[config.mk]
export PLATFORM = sky130hd
export DESIGN_NAME = sysid_check_master
export DESIGN_NICKNAME = d
export VERILOG_FILES = /design/src/rtl/sysid_check_master.sv
export SDC_FILE = /design/constraint.sdc
export NUM_CORES = 1
export LEC_CHECK = 0
export BUFFER_PORTS_ARGS = -buffer_cell sky130_fd_sc_hd__buf_4
export CAP_MARGIN = 20
export CORE_AREA = 2 2 125 127
export CTS_CLUSTER_DIAMETER = 200
export DETAILED_ROUTE_END_ITERATION = 8
export DIE_AREA = 0 0 127 129
export HOLD_SLACK_MARGIN = 0.08
export SLEW_MARGIN = 20
export SYNTH_ARGS = -nofsm -noshare
export SYNTH_HDL_FRONTEND = slang
export SYNTH_SLANG_ARGS = --single-unit
[constraint.sdc]
create_clock -name clock -period 2.5 [get_ports clock]
set_input_delay 0.25 -clock clock [delete_from_list [all_inputs] [get_ports clock]]
set_output_delay 0.25 -clock clock [all_outputs]
set_load 0.01 [all_outputs]
[src/rtl/sysid_check_master.sv]
// Avalon-MM master that reads the sysid slave (ID, timestamp) after a start pulse
// and checks both words against build-time constants, holding sticky results.
module sysid_check_master #(
  parameter logic [31:0] EXPECTED_ID    = 32'h5503E08A,
  parameter logic [31:0] EXPECTED_TS    = 32'h00000000,
  parameter bit          CHECK_TS       = 1'b1,
  parameter int unsigned TIMEOUT_CYCLES = 255
) (
  input  logic        clock,
  input  logic        reset,
  input  logic        start,
  output logic        busy,
  output logic        done,
  output logic        pass,
  output logic        id_mismatch,
  output logic        ts_mismatch,
  output logic        timeout,
  output logic [31:0] id_value,
  output logic [31:0] ts_value,
  output logic        avm_address,
  output logic        avm_read,
  input  logic        avm_waitrequest,
  input  logic [31:0] avm_readdata
);

  localparam int          DATA_W   = 32;
  // Abort on the stall cycle that would be the TIMEOUT_CYCLES-th one.
  localparam logic [15:0] TMO_LAST = 16'(TIMEOUT_CYCLES - 1);

  typedef enum logic [1:0] {IDLE, RD_ID, RD_TS, DONE} state_t;

  state_t              state, state_nxt;
  logic [15:0]         stall_cnt, stall_cnt_nxt;
  logic                busy_nxt, done_nxt, pass_nxt;
  logic                id_mm_nxt, ts_mm_nxt, tmo_nxt;
  logic                read_nxt, addr_nxt;
  logic [DATA_W-1:0]   id_nxt, ts_nxt;

  always_comb begin
    state_nxt     = state;
    stall_cnt_nxt = stall_cnt;
    pass_nxt      = pass;
    id_mm_nxt     = id_mismatch;
    ts_mm_nxt     = ts_mismatch;
    tmo_nxt       = timeout;
    id_nxt        = id_value;
    ts_nxt        = ts_value;

    case (state)
      IDLE: begin
        if (start) begin
          state_nxt     = RD_ID;
          stall_cnt_nxt = '0;
          pass_nxt      = 1'b0;
          id_mm_nxt     = 1'b0;
          ts_mm_nxt     = 1'b0;
          tmo_nxt       = 1'b0;
        end
      end
      RD_ID: begin
        if (!avm_waitrequest) begin
          id_nxt        = avm_readdata;
          id_mm_nxt     = (avm_readdata != EXPECTED_ID);
          stall_cnt_nxt = '0;
          state_nxt     = RD_TS;
        end else if (stall_cnt == TMO_LAST) begin
          tmo_nxt   = 1'b1;
          state_nxt = DONE;
        end else begin
          stall_cnt_nxt = stall_cnt + 16'd1;
        end
      end
      RD_TS: begin
        if (!avm_waitrequest) begin
          ts_nxt    = avm_readdata;
          ts_mm_nxt = (avm_readdata != EXPECTED_TS);
          state_nxt = DONE;
        end else if (stall_cnt == TMO_LAST) begin
          tmo_nxt   = 1'b1;
          state_nxt = DONE;
        end else begin
          stall_cnt_nxt = stall_cnt + 16'd1;
        end
      end
      default: state_nxt = IDLE;
    endcase

    // Outputs are registered, so they are decoded from the state being entered.
    read_nxt = (state_nxt == RD_ID) || (state_nxt == RD_TS);
    addr_nxt = (state_nxt == RD_TS);
    busy_nxt = (state_nxt != IDLE);
    done_nxt = (state_nxt == DONE);
    if ((state_nxt == DONE) && (state != DONE))
      pass_nxt = !tmo_nxt && !id_mm_nxt && !(CHECK_TS && ts_mm_nxt);
  end

  always_ff @(posedge clock) begin
    if (reset) begin
      state       <= IDLE;
      stall_cnt   <= '0;
      busy        <= 1'b0;
      done        <= 1'b0;
      pass        <= 1'b0;
      id_mismatch <= 1'b0;
      ts_mismatch <= 1'b0;
      timeout     <= 1'b0;
      id_value    <= '0;
      ts_value    <= '0;
      avm_read    <= 1'b0;
      avm_address <= 1'b0;
    end else begin
      state       <= state_nxt;
      stall_cnt   <= stall_cnt_nxt;
      busy        <= busy_nxt;
      done        <= done_nxt;
      pass        <= pass_nxt;
      id_mismatch <= id_mm_nxt;
      ts_mismatch <= ts_mm_nxt;
      timeout     <= tmo_nxt;
      id_value    <= id_nxt;
      ts_value    <= ts_nxt;
      avm_read    <= read_nxt;
      avm_address <= addr_nxt;
    end
  end

endmodule
# After elaboration in Yosys (flattened, before gate mapping)
# Cells that the tools add are included.
# Widths: inputs -> output; s select.
dict set report op_classes {
  n_bitwise 1
  n_addsub 1
  mux 23
  n_eq_ne 10
  n_reduce_logical 18
}
# operator n
set op_table {}
lappend op_table {{$mux 16} 4}
lappend op_table {{$pmux 16 s3} 1}
lappend op_table {{$ne 32x31->1 const B} 1}
lappend op_table {{$reduce_bool 32->1} 1}
lappend op_table {{$add 16x1->16 const B} 1}
lappend op_table {{$eq 16x8->1 const B} 1}
lappend op_table {{$mux 1} 10}
lappend op_table {{$mux 2} 4}
lappend op_table {{$eq 2x2->1 const B} 3}
lappend op_table {{$ne 2x2->1 const B} 3}
lappend op_table {{$pmux 1 s2} 3}
lappend op_table {{$pmux 2 s3} 1}
lappend op_table {{$reduce_and 2->1} 3}
lappend op_table {{$reduce_bool 2->1} 3}
lappend op_table {{$eq 2x1->1 const B} 2}
lappend op_table {{$logic_and 1x1->1} 3}
lappend op_table {{$logic_not 1->1} 3}
lappend op_table {{$reduce_and 3->1} 1}
lappend op_table {{$reduce_bool 3->1} 1}
lappend op_table {{$logic_not 2->1} 1}
lappend op_table {{$reduce_or 2->1} 1}
lappend op_table {{$logic_or 1x1->1} 1}
lappend op_table {{$not 1->1} 1}
dict set report word_totals {
  elab_cells 65
  out_inout_bits 72
  input_bits 36
  regBits 90
}

# Depth between registers and ports, before layout
dict set report depth {
  ltp_word 8
  mapped_depth 11
  depth_no_buf 11
}

# Worst setup path before layout
# Ideal clock, no wire load.
dict set report synth_path {
  path_kind {register -> register}
  from {reg stall_cnt[0]}
  to {reg pass}
  setup_ps 84
  period_less_slack_ps 2545
  slack_ps -45
  n_path_buf 0
  stages_incl_launch_ff 12
  arrival_ps 2461
  path_cell_list {dfxtp_1 inv_1 ha_1 nor4b_1 nand4_1 o211ai_1 a21bo_2 nor2b_1 ha_1 or4b_1 a21o_1 o31ai_2}
}
dict set report synth_via {
  elab_chain_len 8
}
# element line
set synth_rtl {}
lappend synth_rtl {{from (decl)} 33} ;# logic [15:0] stall_cnt, stall_cnt_nxt;
lappend synth_rtl {{from (signal assigned)} 113} ;# stall_cnt <= stall_cnt_nxt;
lappend synth_rtl {{$eq 16x8->1 (*)} {66, 78}}
lappend synth_rtl {{$mux 2 (*)} {66, 78}}
lappend synth_rtl {{$mux 2 (on tied branches)} {74, 61}}
lappend synth_rtl {{$pmux 2 s3 (*)} 49} ;# case (state)
lappend synth_rtl {{net state_nxt[0]} 32} ;# state_t state, state_nxt;
lappend synth_rtl {{$eq 2x2->1 (*)} --}
lappend synth_rtl {{net done_nxt} 34} ;# logic busy_nxt, done_nxt, pass_nxt;
lappend synth_rtl {{$logic_and 1x1->1 (*)} 93} ;# if ((state_nxt == DONE) && (state != DONE))
lappend synth_rtl {{$reduce_bool 2->1 (no line)} --}
lappend synth_rtl {{$reduce_and 2->1 (no line)} --}
lappend synth_rtl {{to (signal assigned)} 116} ;# pass <= pass_nxt;
lappend synth_rtl {{to (decl)} 14} ;# output logic pass,
# The timed path passes the listed nets; every way through them passes the cells marked *.
# A chain may end at the register's enable or synchronous reset.

# Worst setup path after layout
# Ends and elaborated chain as after synthesis.

==> impl_metrics.toml <==
[logic_synthesis]
synthesis.nets = 499
yosysWarnings = 0
synth_seq_cells = 90
yosysTopAreaCell = "dfxtp_1"
synthTopCellsByArea = "dfxtp_1 49%, nand2_1 14%, a21oi_1 10%"
syn-cell-area_sq_mm = 0.00369
synth.top_cell.area_share_pct = 48.8
synthTopCellsByCount = "136 x nand2_1, 90 x dfxtp_1, 74 x a21oi_1, 22 x clkbuf_1, 15 x nor2_1"
ys_async_sr_fraction_pct = 0
synth_most_common_cell = "nand2_1"
postSynthCellCount = 453
syn_area_per_cell_sq_um = 8.15
ys_types = 47
synth_ff_type = "dfxtp_1"
synth_edf_count = 0
ys_seq_area_share_pct = 48.8

[run_status]
status = "completed"

[grt]
grt_pass1_wl_microns = 17300
grt_pass1_vias = 3439
track_usage_pct = 13.4
grt_max_degree = 78
overflow = 0
antenna_found_initial = 0

[setup_path]
path_class = "flop to flop"
endpoint_kind = "flop"
required_ns = 2.76
r2r-start = "stall_cnt[0]$_SDFFE_PP0P_"
crit_fanout = 3
startpoint_type = "flop"
crit_start = "stall_cnt[0]$_SDFFE_PP0P_"
critPathArrivalTime_ns = 2.71
r2r_slack_ns = 0.05

[clock_tree]
cts_tree = "built"
clk_path_buf_depth = 2
clockRootBuffer = "clkbuf_16"
cts_buffers = 9
clock_sinks = 90
clk_pin_slew_ns = 0.06
clock_latency_ns = 0.34
htree_levels = 3

[die]
die_y_microns = 129
die_w_microns = 127
fp.coreArea_sq_mm = 0.0150
ios = 108
die-area_sq_mm = 0.0164
num_rows = 45
start_util_pct = 24.6

[hold_path]
hp-start = "avm_readdata[25]"
hold_path_class = "primary input to flop"

[finish]
final_nets = 608
area_growth_pct = 39.1
multi_input_area_sq_mm = 0.00181
post-route-util_pct = 34.3
final_layout_size_suffix_gt1_share_pct = 28.0
seq_area_sq_mm = 0.00181
n_antenna_cell = 0
n_fill_cell = 1563

[routing]
drt_iter0_markers = 141
firstDrtPassIters = 5
wl_microns = 11200
vias = 3520
vias_per_cell = 4.66
routedWlPerCell_microns = 14.8
drc_errors = 0
ant_nets = 0

[sta]
clock.fmax_mhz = 408
maxSlewHeadroom_pct = 43.3
finalCritPeriodShare_pct = 98.1
timing.final.ws_setup_ns = 0.0468
worst-slew-pin-transition_ns = 0.850
finClkSkew_ns = 0.00371
post-route-min-period_ns = 2.45
slew_viol_final = 0
rsz0062_at_grt = "yes"
hold_viol = 0
finalSetupViolCount = 0

[placement]
routabilityCongestion = 0.801
pre_cts_ws_ns = -0.0238
dp_hpwl_microns = 8110
numPortBuffers = 107

[run]
cap_viol_max_count = 0

[power_and_ir_drop]
peakVddDrop_uv = 287
power.leakage_nw = 2.02
p_per_area_mw_per_mm2 = 733
## repair_timing
| action | CTS | global route |
|---|---|---|
| resized for setup | 6 | 5 |
| buffers inserted | 1 | 2 |
| hold buffers | 0 | 0 |
| pin swaps | 5 | 8 |
| endpoints found under the setup margin | 1 | 2 |
## flip-flops by register name, summed over array words and instances (netlist names)
signal and cells:
avm_address 1, id_mismatch 1, stall_cnt 16, busy 1, state 2, ts_value 32
avm_read 1, timeout 1, pass 1, ts_mismatch 1, done 1, id_value 32
## metrics by stage
stage          cell area (sq um)  total power, mW  hold slack (ns)  instances  TNS (ns)
6_report                    5130             3.76            0.171        755         0
5_1_grt                     5130             3.94            0.167        755    -0.118
4_1_cts                     5100             3.80            0.162        753         0
3_5_place_dp                4740             2.28            0.447        736   -0.0238
3_3_place_gp                4740             2.27            0.444        736         0
2_1_floorplan               3700             1.96            0.386        453         0
## cells by family (layout without fill, tap and decap cells)
kind of cell	count (synthesis)	count (layout)	synth area share, %
AO/OA/AOI/OAI	103	103	15.4
XOR/XNOR	7	7	1.66
adder cells (fa/ha/maj)	10	10	3.39
buffers and inverters	32	146	3.59
flip-flops	90	90	48.8
multiplexers	1	1	0.271
AND/OR/NAND/NOR	210	210	26.8
## layout make-up
class                   instances  area share, %
flip-flops and latches         90           35.2
clock buffers                  12           5.00
well taps                     188           4.58
multi-input cells             331           35.2
inverters                       5          0.365
clock inverters                 4           1.44
repair buffers                125           18.3
## metal layers
layer,part of all wire [%],routed length (microns),up-vias,track usage (%)
met2,49,5440,83,22.6
li1,-,-,1759,-
met1,45,5050,1667,16.4
met5,0,0,-,0
met4,1.7,188,0,5.56
met3,4.7,526,11,3.37
## final timing paths
kind | end | cells past startpoint
max | pass$_SDFFE_PP0P_ | 11
min | ts_value[25]$_SDFFE_PP0P_ | 3
max reg2reg | pass$_SDFFE_PP0P_ | 11
min reg2reg | id_value[31]$_SDFFE_PP0P_ | 2
## report_power, final
group	leakage, nW	internal (mW)	total [mW]	switching (mW)
Sequential	0.730	1.52	1.58	0.0555
Combinational	1.13	0.314	0.694	0.381
Clock	0.163	0.931	1.49	0.559
## worst max-delay path, stage by stage (launching register included)
cell and delay, ns:
dfxtp_2 0.34, inv_2 0.07, ha_4 0.12, nor4b_4 0.19, nand4_1 0.19, o211ai_1 0.24
a21bo_2 0.17, nor2b_4 0.13, ha_2 0.17, or4b_1 0.43, a21o_1 0.17, o31ai_2 0.16
## cells in the final DEF (no fill, tap or decap), drive strengths merged, types with 3 or more instances in the layout
| cell type | Yosys | layout |
|---|---|---|
| nand2 | 136 | 136 |
| buf | 5 | 125 |
| dfxtp | 90 | 90 |
| a21oi | 74 | 74 |
| nor2 | 15 | 15 |
| o21ai | 12 | 12 |
| clkbuf | 22 | 12 |
| ha | 10 | 10 |
| nor4 | 9 | 9 |
| nor2b | 9 | 9 |
| nand4 | 8 | 8 |
| or3 | 7 | 7 |
| o211ai | 6 | 6 |
| xor2 | 6 | 6 |
| inv | 5 | 5 |
| nor3 | 5 | 5 |
| nand2b | 4 | 4 |
| a21o | 3 | 3 |
| or4 | 3 | 3 |
| nand3 | 3 | 3 |
| o31ai | 3 | 3 |
No activity file was read; power rests on OpenSTA's default activity.
